File: src/rtl/rnn_accel.sv
// Elman RNN cell h = x*W + h*U + b behind a host register bus; START to idle takes 6 cycles.
// No backpressure: host writes are dropped unless idle, and reads are combinational.
module rnn_accel #(
    parameter int IN_LEN  = 2,
    parameter int HID_LEN = 4,
    parameter int DW      = 16
) (
    input  logic        clk,
    input  logic        rst_n,
    input  logic        read,
    input  logic        write,
    input  logic [31:0] addr,
    input  logic [31:0] data_in,
    output logic [31:0] data_out
);

    localparam int CW = $clog2(HID_LEN);
    localparam int IW = $clog2(IN_LEN);
    localparam logic [15:0] IN_LIM16  = 16'(IN_LEN);
    localparam logic [15:0] HID_LIM16 = 16'(HID_LEN);
    localparam logic [7:0]  IN_LIM8   = 8'(IN_LEN);
    localparam logic [7:0]  HID_LIM8  = 8'(HID_LEN);
    localparam logic [CW-1:0] LAST_COL = CW'(HID_LEN - 1);

    typedef enum logic [1:0] {
        S_LOAD,
        S_START,
        S_MUL,
        S_UPDATE
    } state_t;

    state_t state;

    logic signed [DW-1:0] x      [IN_LEN];
    logic signed [DW-1:0] w      [IN_LEN][HID_LEN];
    logic signed [DW-1:0] u      [HID_LEN][HID_LEN];
    logic signed [DW-1:0] b      [HID_LEN];
    logic signed [DW-1:0] hidden [HID_LEN];
    logic signed [DW-1:0] wx     [HID_LEN];
    logic signed [DW-1:0] uh     [HID_LEN];

    logic [CW-1:0] col;
    logic          wx_rdy;
    logic          uh_rdy;

    logic signed [DW-1:0]   wx_col;
    logic signed [DW-1:0]   uh_col;
    logic signed [2*DW-1:0] wx_prod;
    logic signed [2*DW-1:0] uh_prod;

    // One output column per cycle; only the low DW bits of each product matter since sums wrap.
    always_comb begin
        wx_col  = '0;
        uh_col  = '0;
        wx_prod = '0;
        uh_prod = '0;
        for (int i = 0; i < IN_LEN; i++) begin
            wx_prod = x[i] * w[i][col];
            wx_col  = wx_col + wx_prod[DW-1:0];
        end
        for (int k = 0; k < HID_LEN; k++) begin
            uh_prod = hidden[k] * u[k][col];
            uh_col  = uh_col + uh_prod[DW-1:0];
        end
    end

    logic [15:0] idx16;
    logic [7:0]  row8;
    logic [7:0]  col8;
    logic [15:0] val16;

    assign idx16 = data_in[31:16];
    assign row8  = data_in[31:24];
    assign col8  = data_in[23:16];
    assign val16 = data_in[15:0];

    always_ff @(posedge clk) begin
        if (rst_n) begin
            state  <= S_LOAD;
            col    <= '0;
            wx_rdy <= 1'b0;
            uh_rdy <= 1'b0;
            for (int i = 0; i < IN_LEN; i++) begin
                x[i] <= '0;
                for (int j = 0; j < HID_LEN; j++) w[i][j] <= '0;
            end
            for (int j = 0; j < HID_LEN; j++) begin
                b[j]      <= '0;
                hidden[j] <= '0;
                wx[j]     <= '0;
                uh[j]     <= '0;
                for (int k = 0; k < HID_LEN; k++) u[j][k] <= '0;
            end
        end else begin
            wx_rdy <= 1'b0;
            uh_rdy <= 1'b0;
            case (state)
                S_LOAD: begin
                    if (write) begin
                        case (addr[3:0])
                            4'd0: state <= S_START;
                            4'd1: if (idx16 < IN_LIM16) x[idx16[IW-1:0]] <= val16;
                            4'd2: if (row8 < IN_LIM8 && col8 < HID_LIM8)
                                      w[row8[IW-1:0]][col8[CW-1:0]] <= val16;
                            4'd3: if (row8 < HID_LIM8 && col8 < HID_LIM8)
                                      u[row8[CW-1:0]][col8[CW-1:0]] <= val16;
                            4'd4: if (idx16 < HID_LIM16) b[idx16[CW-1:0]] <= val16;
                            4'd5: for (int j = 0; j < HID_LEN; j++) hidden[j] <= '0;
                            default: ;
                        endcase
                    end
                end
                S_START: begin
                    for (int j = 0; j < HID_LEN; j++) begin
                        wx[j] <= '0;
                        uh[j] <= '0;
                    end
                    col   <= '0;
                    state <= S_MUL;
                end
                S_MUL: begin
                    wx[col] <= wx_col;
                    uh[col] <= uh_col;
                    col     <= col + 1'b1;
                    if (col == LAST_COL) begin
                        wx_rdy <= 1'b1;
                        uh_rdy <= 1'b1;
                        state  <= S_UPDATE;
                    end
                end
                S_UPDATE: begin
                    for (int j = 0; j < HID_LEN; j++) hidden[j] <= wx[j] + uh[j] + b[j];
                    state <= S_LOAD;
                end
                default: state <= S_LOAD;
            endcase
        end
    end

    // Reads ignore the strobe and decode only the low nibble.
    always_comb begin
        data_out = '0;
        if (!rst_n) begin
            case (addr[3:0])
                4'd0: data_out = {31'b0, state == S_LOAD};
                4'd8, 4'd9, 4'd10, 4'd11:
                    data_out = {{(32-DW){hidden[addr[CW-1:0]][DW-1]}}, hidden[addr[CW-1:0]]};
                default: data_out = '0;
            endcase
        end
    end

    logic unused_bits;
    assign unused_bits = ^{read, addr[31:4], wx_rdy, uh_rdy};

endmodule

File: config.mk
export PLATFORM = sky130hd
export DESIGN_NAME = rnn_accel
export DESIGN_NICKNAME = d
export VERILOG_FILES = /design/src/rtl/rnn_accel.sv
export SDC_FILE = /design/constraint.sdc
export NUM_CORES = 2
export LEC_CHECK = 0
export CAP_MARGIN = 25
export CORE_ASPECT_RATIO = 0.8
export CORE_MARGIN = 8
export CORE_UTILIZATION = 50
export DETAILED_ROUTE_END_ITERATION = 10
export PLACE_DENSITY = 0.77
export SYNTH_ARGS = -nofsm -noshare
export SYNTH_HDL_FRONTEND = slang
export SYNTH_SLANG_ARGS = --single-unit
File: constraint.sdc
create_clock -name clk -period 14.05 [get_ports clk]
set_input_delay 3.5125 -clock clk [delete_from_list [all_inputs] [get_ports clk]]
set_output_delay 3.5125 -clock clk [all_outputs]
set_load 0.02 [all_outputs]
==> results.yml <==
detailed_routing:
  route.final.wire_length_um: 148000
  drc_errors: 0
  firstDrtPassIters: 5
  vias: 35993
  drt_iter0_drc: 3708
  route.detailed.wl_per_inst_um: 22.62
  route.detailed.vias_per_inst: 5.500
  route.antenna.remaining_nets: 0
worst_hold_path:
  hold_wc_path_type: "reg2reg"
  number_of_stages_on_the_worst_hold_path: 2
final_layout:
  most_common_library_cell_in_the_layout_ignoring_fill_and_taps: "sky130_fd_sc_hd__inv_1"
  share_of_post_route_cells_with_drive_strength_above_1_pct: 6.330
  count_of_filler_cells_inserted_in_the_layout: 9420
  postLayoutCellArea_mm2: 0.06085
  layout_common_cells: "sky130_fd_sc_hd__inv_1, sky130_fd_sc_hd__and2_1, sky130_fd_sc_hd__edfxtp_1"
  final-instance-count-excl-fill: 6544
  final_nets: 6059
  area_delta_synth_final_pct: 7.545
  post-route-util_pct: 54.11
run_status:
  status: "complete, no violations"
floorplanning:
  std_cell_rows: 110
  starting_density_of_the_core_pct: 50.32
  fp.dieH_um: 316.9
  chipWidth_um: 392.1
  coreArea_mm2: 0.1124
  total_die_area_mm2: 0.1242
  boundaryPins: 100
worst_setup_path:
  crit_path_frequent_cell: "sky130_fd_sc_hd__fa_1"
  critPathLaunchType: "register"
  critPathMaxStageDelay_ns: 0.77
  worst-path-max-fanout: 31
  timing.critical_path.required_ns: 14.38
  path_class: "reg2reg"
  critPathCaptureType: "register"
  cp.arrival_ns: 10.78
  worst_path_max_delay_cell: "sky130_fd_sc_hd__xnor2_1"
  depth_of_the_worst_register_to_register_path: 28
clock_tree:
  cts_root_buffer_type: "sky130_fd_sc_hd__clkbuf_16"
  clock_sink_count: 676
  tritoncts: "yes"
  cts-hold-fix-buffers: 0
  clkTransAtPathRegs_ns: 0.06
  clock_insertion_delay_at_the_later_pin_of_the_skew_report_ns: 0.62
  cts_buffers: 66
  cts_setup_buffers: 0
  post_cts_resized: 0
  clk_path_buf_depth: 3
  htree_levels: 3
synthesis:
  ys_dominant_reg_cell: "sky130_fd_sc_hd__edfxtp_1"
  ys_seq_area_share_pct: 35.52
  synth_warnings: 0
  syn-num-nets: 6080
  synth_async_reset_ratio_pct: 0
  synthCells: 4993
  synthDominantCellAreaShare_pct: 34.82
  netlist.top_cell.by_area: "sky130_fd_sc_hd__edfxtp_1"
  synth_enable_flop_cells: 656
  post_synthesis_mean_instance_area_um2: 11.33
  ys_top_cells_by_area: "sky130_fd_sc_hd__edfxtp_1, sky130_fd_sc_hd__fa_1, sky130_fd_sc_hd__ha_1"
  syn_area_mm2: 0.05658
  synth.ff_latch_count: 676
  synthDistinctLibCells: 51
grt:
  gr-usage-all-layers_pct: 23.92
  antenna_found_initial: 11
  grt_start_max_net_pins: 50
  overflow_left_after_global_routing: 0
  grt_first_pass_wirelength_um: 225000
  first_global_vias: 37206
sta:
  max_freq_mhz: 95.68
  grt_setup_unrepaired: "no"
  report.final.slew_viol_count: 0
  max_slew.worst_pin.slew_ns: 1.125
  min_period_ns: 10.45
  fin_setup_tns_ns: 0
  finalCritPeriodShare_pct: 74.39
  finalSetupViolations: 0
  clock_skew_ns: 0.02942
  final_hold_viol_count: 0
  relSlewSlack_pct: 24.74
placement:
  number_of_placed_instances_with_taps_included: 6409
  detailed_place.area_mm2: 0.05865
  place_congestion: 0.9492
  post_detail_place_hpwl_um: 112600
  buffer_ports.inserted: 70
power_and_ir_drop:
  vdd_ir_drop_max_v: 0.0003327
  power.static_leakage_nw: 26.33
  powerDensity_mw_per_mm2: 180.7
job:
  cap_viol_max_count: 0
[state kept, by name, indices dropped and copies added (netlist names)]
signal and cells:
w 128, u 256, x 32, state 2
uh 64, col 2, wx 64, b 64
hidden 64
[synth_stat cells, types with 2 or more instances]
master                     instances
sky130_fd_sc_hd__o21bai_1         16
sky130_fd_sc_hd__inv_1           841
sky130_fd_sc_hd__and2_1          717
sky130_fd_sc_hd__mux2i_1          23
sky130_fd_sc_hd__a21boi_0         12
sky130_fd_sc_hd__buf_2            12
sky130_fd_sc_hd__and3_1           71
sky130_fd_sc_hd__a21o_1           18
sky130_fd_sc_hd__a31oi_1           2
sky130_fd_sc_hd__nand2b_1         35
sky130_fd_sc_hd__nor2b_1         125
sky130_fd_sc_hd__xnor2_1         219
sky130_fd_sc_hd__a21oi_1          60
sky130_fd_sc_hd__a211oi_1          2
sky130_fd_sc_hd__o21a_1           11
sky130_fd_sc_hd__a21oi_2           2
sky130_fd_sc_hd__edfxtp_1        656
sky130_fd_sc_hd__buf_4            21
sky130_fd_sc_hd__xor2_1           46
sky130_fd_sc_hd__nor3b_1           4
sky130_fd_sc_hd__o21ai_0          31
sky130_fd_sc_hd__clkbuf_1        179
sky130_fd_sc_hd__and2b_1           7
sky130_fd_sc_hd__nor2_1          236
sky130_fd_sc_hd__nand3_1           6
sky130_fd_sc_hd__a41o_1            2
sky130_fd_sc_hd__mux4_2           98
sky130_fd_sc_hd__fa_1            636
sky130_fd_sc_hd__buf_6             6
sky130_fd_sc_hd__or3_1            11
sky130_fd_sc_hd__dfxtp_1          20
sky130_fd_sc_hd__o22a_1            2
sky130_fd_sc_hd__a211o_1           2
sky130_fd_sc_hd__nor3_1           26
sky130_fd_sc_hd__buf_1            10
sky130_fd_sc_hd__or2_2            23
sky130_fd_sc_hd__nand2_1         389
sky130_fd_sc_hd__mux2_2           14
sky130_fd_sc_hd__ha_1            383
sky130_fd_sc_hd__nor4_1            5
sky130_fd_sc_hd__o31ai_1           4
[metal layers]
layer	share of wire, %	wire length, µm	vias up	global-route usage [%]
met1	40	59530	18180	33.30
met5	0.046	68	-	0
li1	-	-	15696	-
met3	12	17590	318	6.235
met4	3.3	4812	10	6.978
met2	45	66000	1789	37.16
[critical path, delay by kind of cell, from the launching register on]
| family | cells | cell delay, ns |
|---|---|---|
| adder cells (fa/ha/maj) | 10 | 5.02 |
| AND/OR/NAND/NOR | 2 | 0.23 |
| XOR/XNOR | 10 | 2.36 |
| flip-flops | 1 | 0.66 |
| multiplexers | 1 | 0.40 |
| AO/OA/AOI/OAI | 1 | 0.71 |
| buffers and inverters | 4 | 0.77 |
[final cells by class]
type                    count  area, µm²  share of cell area, %
diodes                      8      20.02                0.03290
inverters                 842       3161                  5.194
clock buffers              85       1783                  2.930
flip-flops and latches    676      20110                  33.04
well taps                1512       1892                  3.109
repair buffers            141       1227                  2.017
multi-input cells        3245      32320                  53.12
clock inverters            35      336.6                 0.5531
[where the power goes]
group          internal (mW)  total, mW  switching, mW
clock network          0.970       1.75          0.785
logic                   2.34       6.77           4.44
registers               2.36       2.47          0.106
total                   5.67       11.0           5.33
[cells by family (layout without fill, tap and decap cells)]
logic type	Yosys count	count (layout)	share of synthesized area (%)
other	0	8	0
buffers and inverters	1072	1103	7.406
adders and majority gates	1019	1019	30.97
DFF	676	676	35.52
xor gates and xnor gates	266	266	4.131
muxes	136	136	4.606
AOI/OAI and AO/OA	168	168	1.858
and+or+nand+nor	1656	1656	15.50
[metrics by stage]
stage | power [mW] | hold WS [ns] | worst slack, ns
2_1_floorplan | 6.689 | 0.4525 | 5.353
3_3_place_gp | 9.114 | 0.4780 | 3.595
3_5_place_dp | 9.185 | 0.5162 | 3.548
4_1_cts | 11.00 | 0.5323 | 3.553
5_1_grt | 11.62 | 0.5321 | 3.233
6_report | 11.00 | 0.5364 | 3.599
[path summary, 6_finish.rpt]
kind	from	slack, ns	to
min reg2reg	hidden[2][1]	0.54	hidden[2][1]
min	hidden[2][1]	0.54	hidden[2][1]
max	col[0]	3.60	uh[1][15]
max reg2reg	col[0]	3.60	uh[1][15]
No activity file was read; power rests on OpenSTA's default activity.
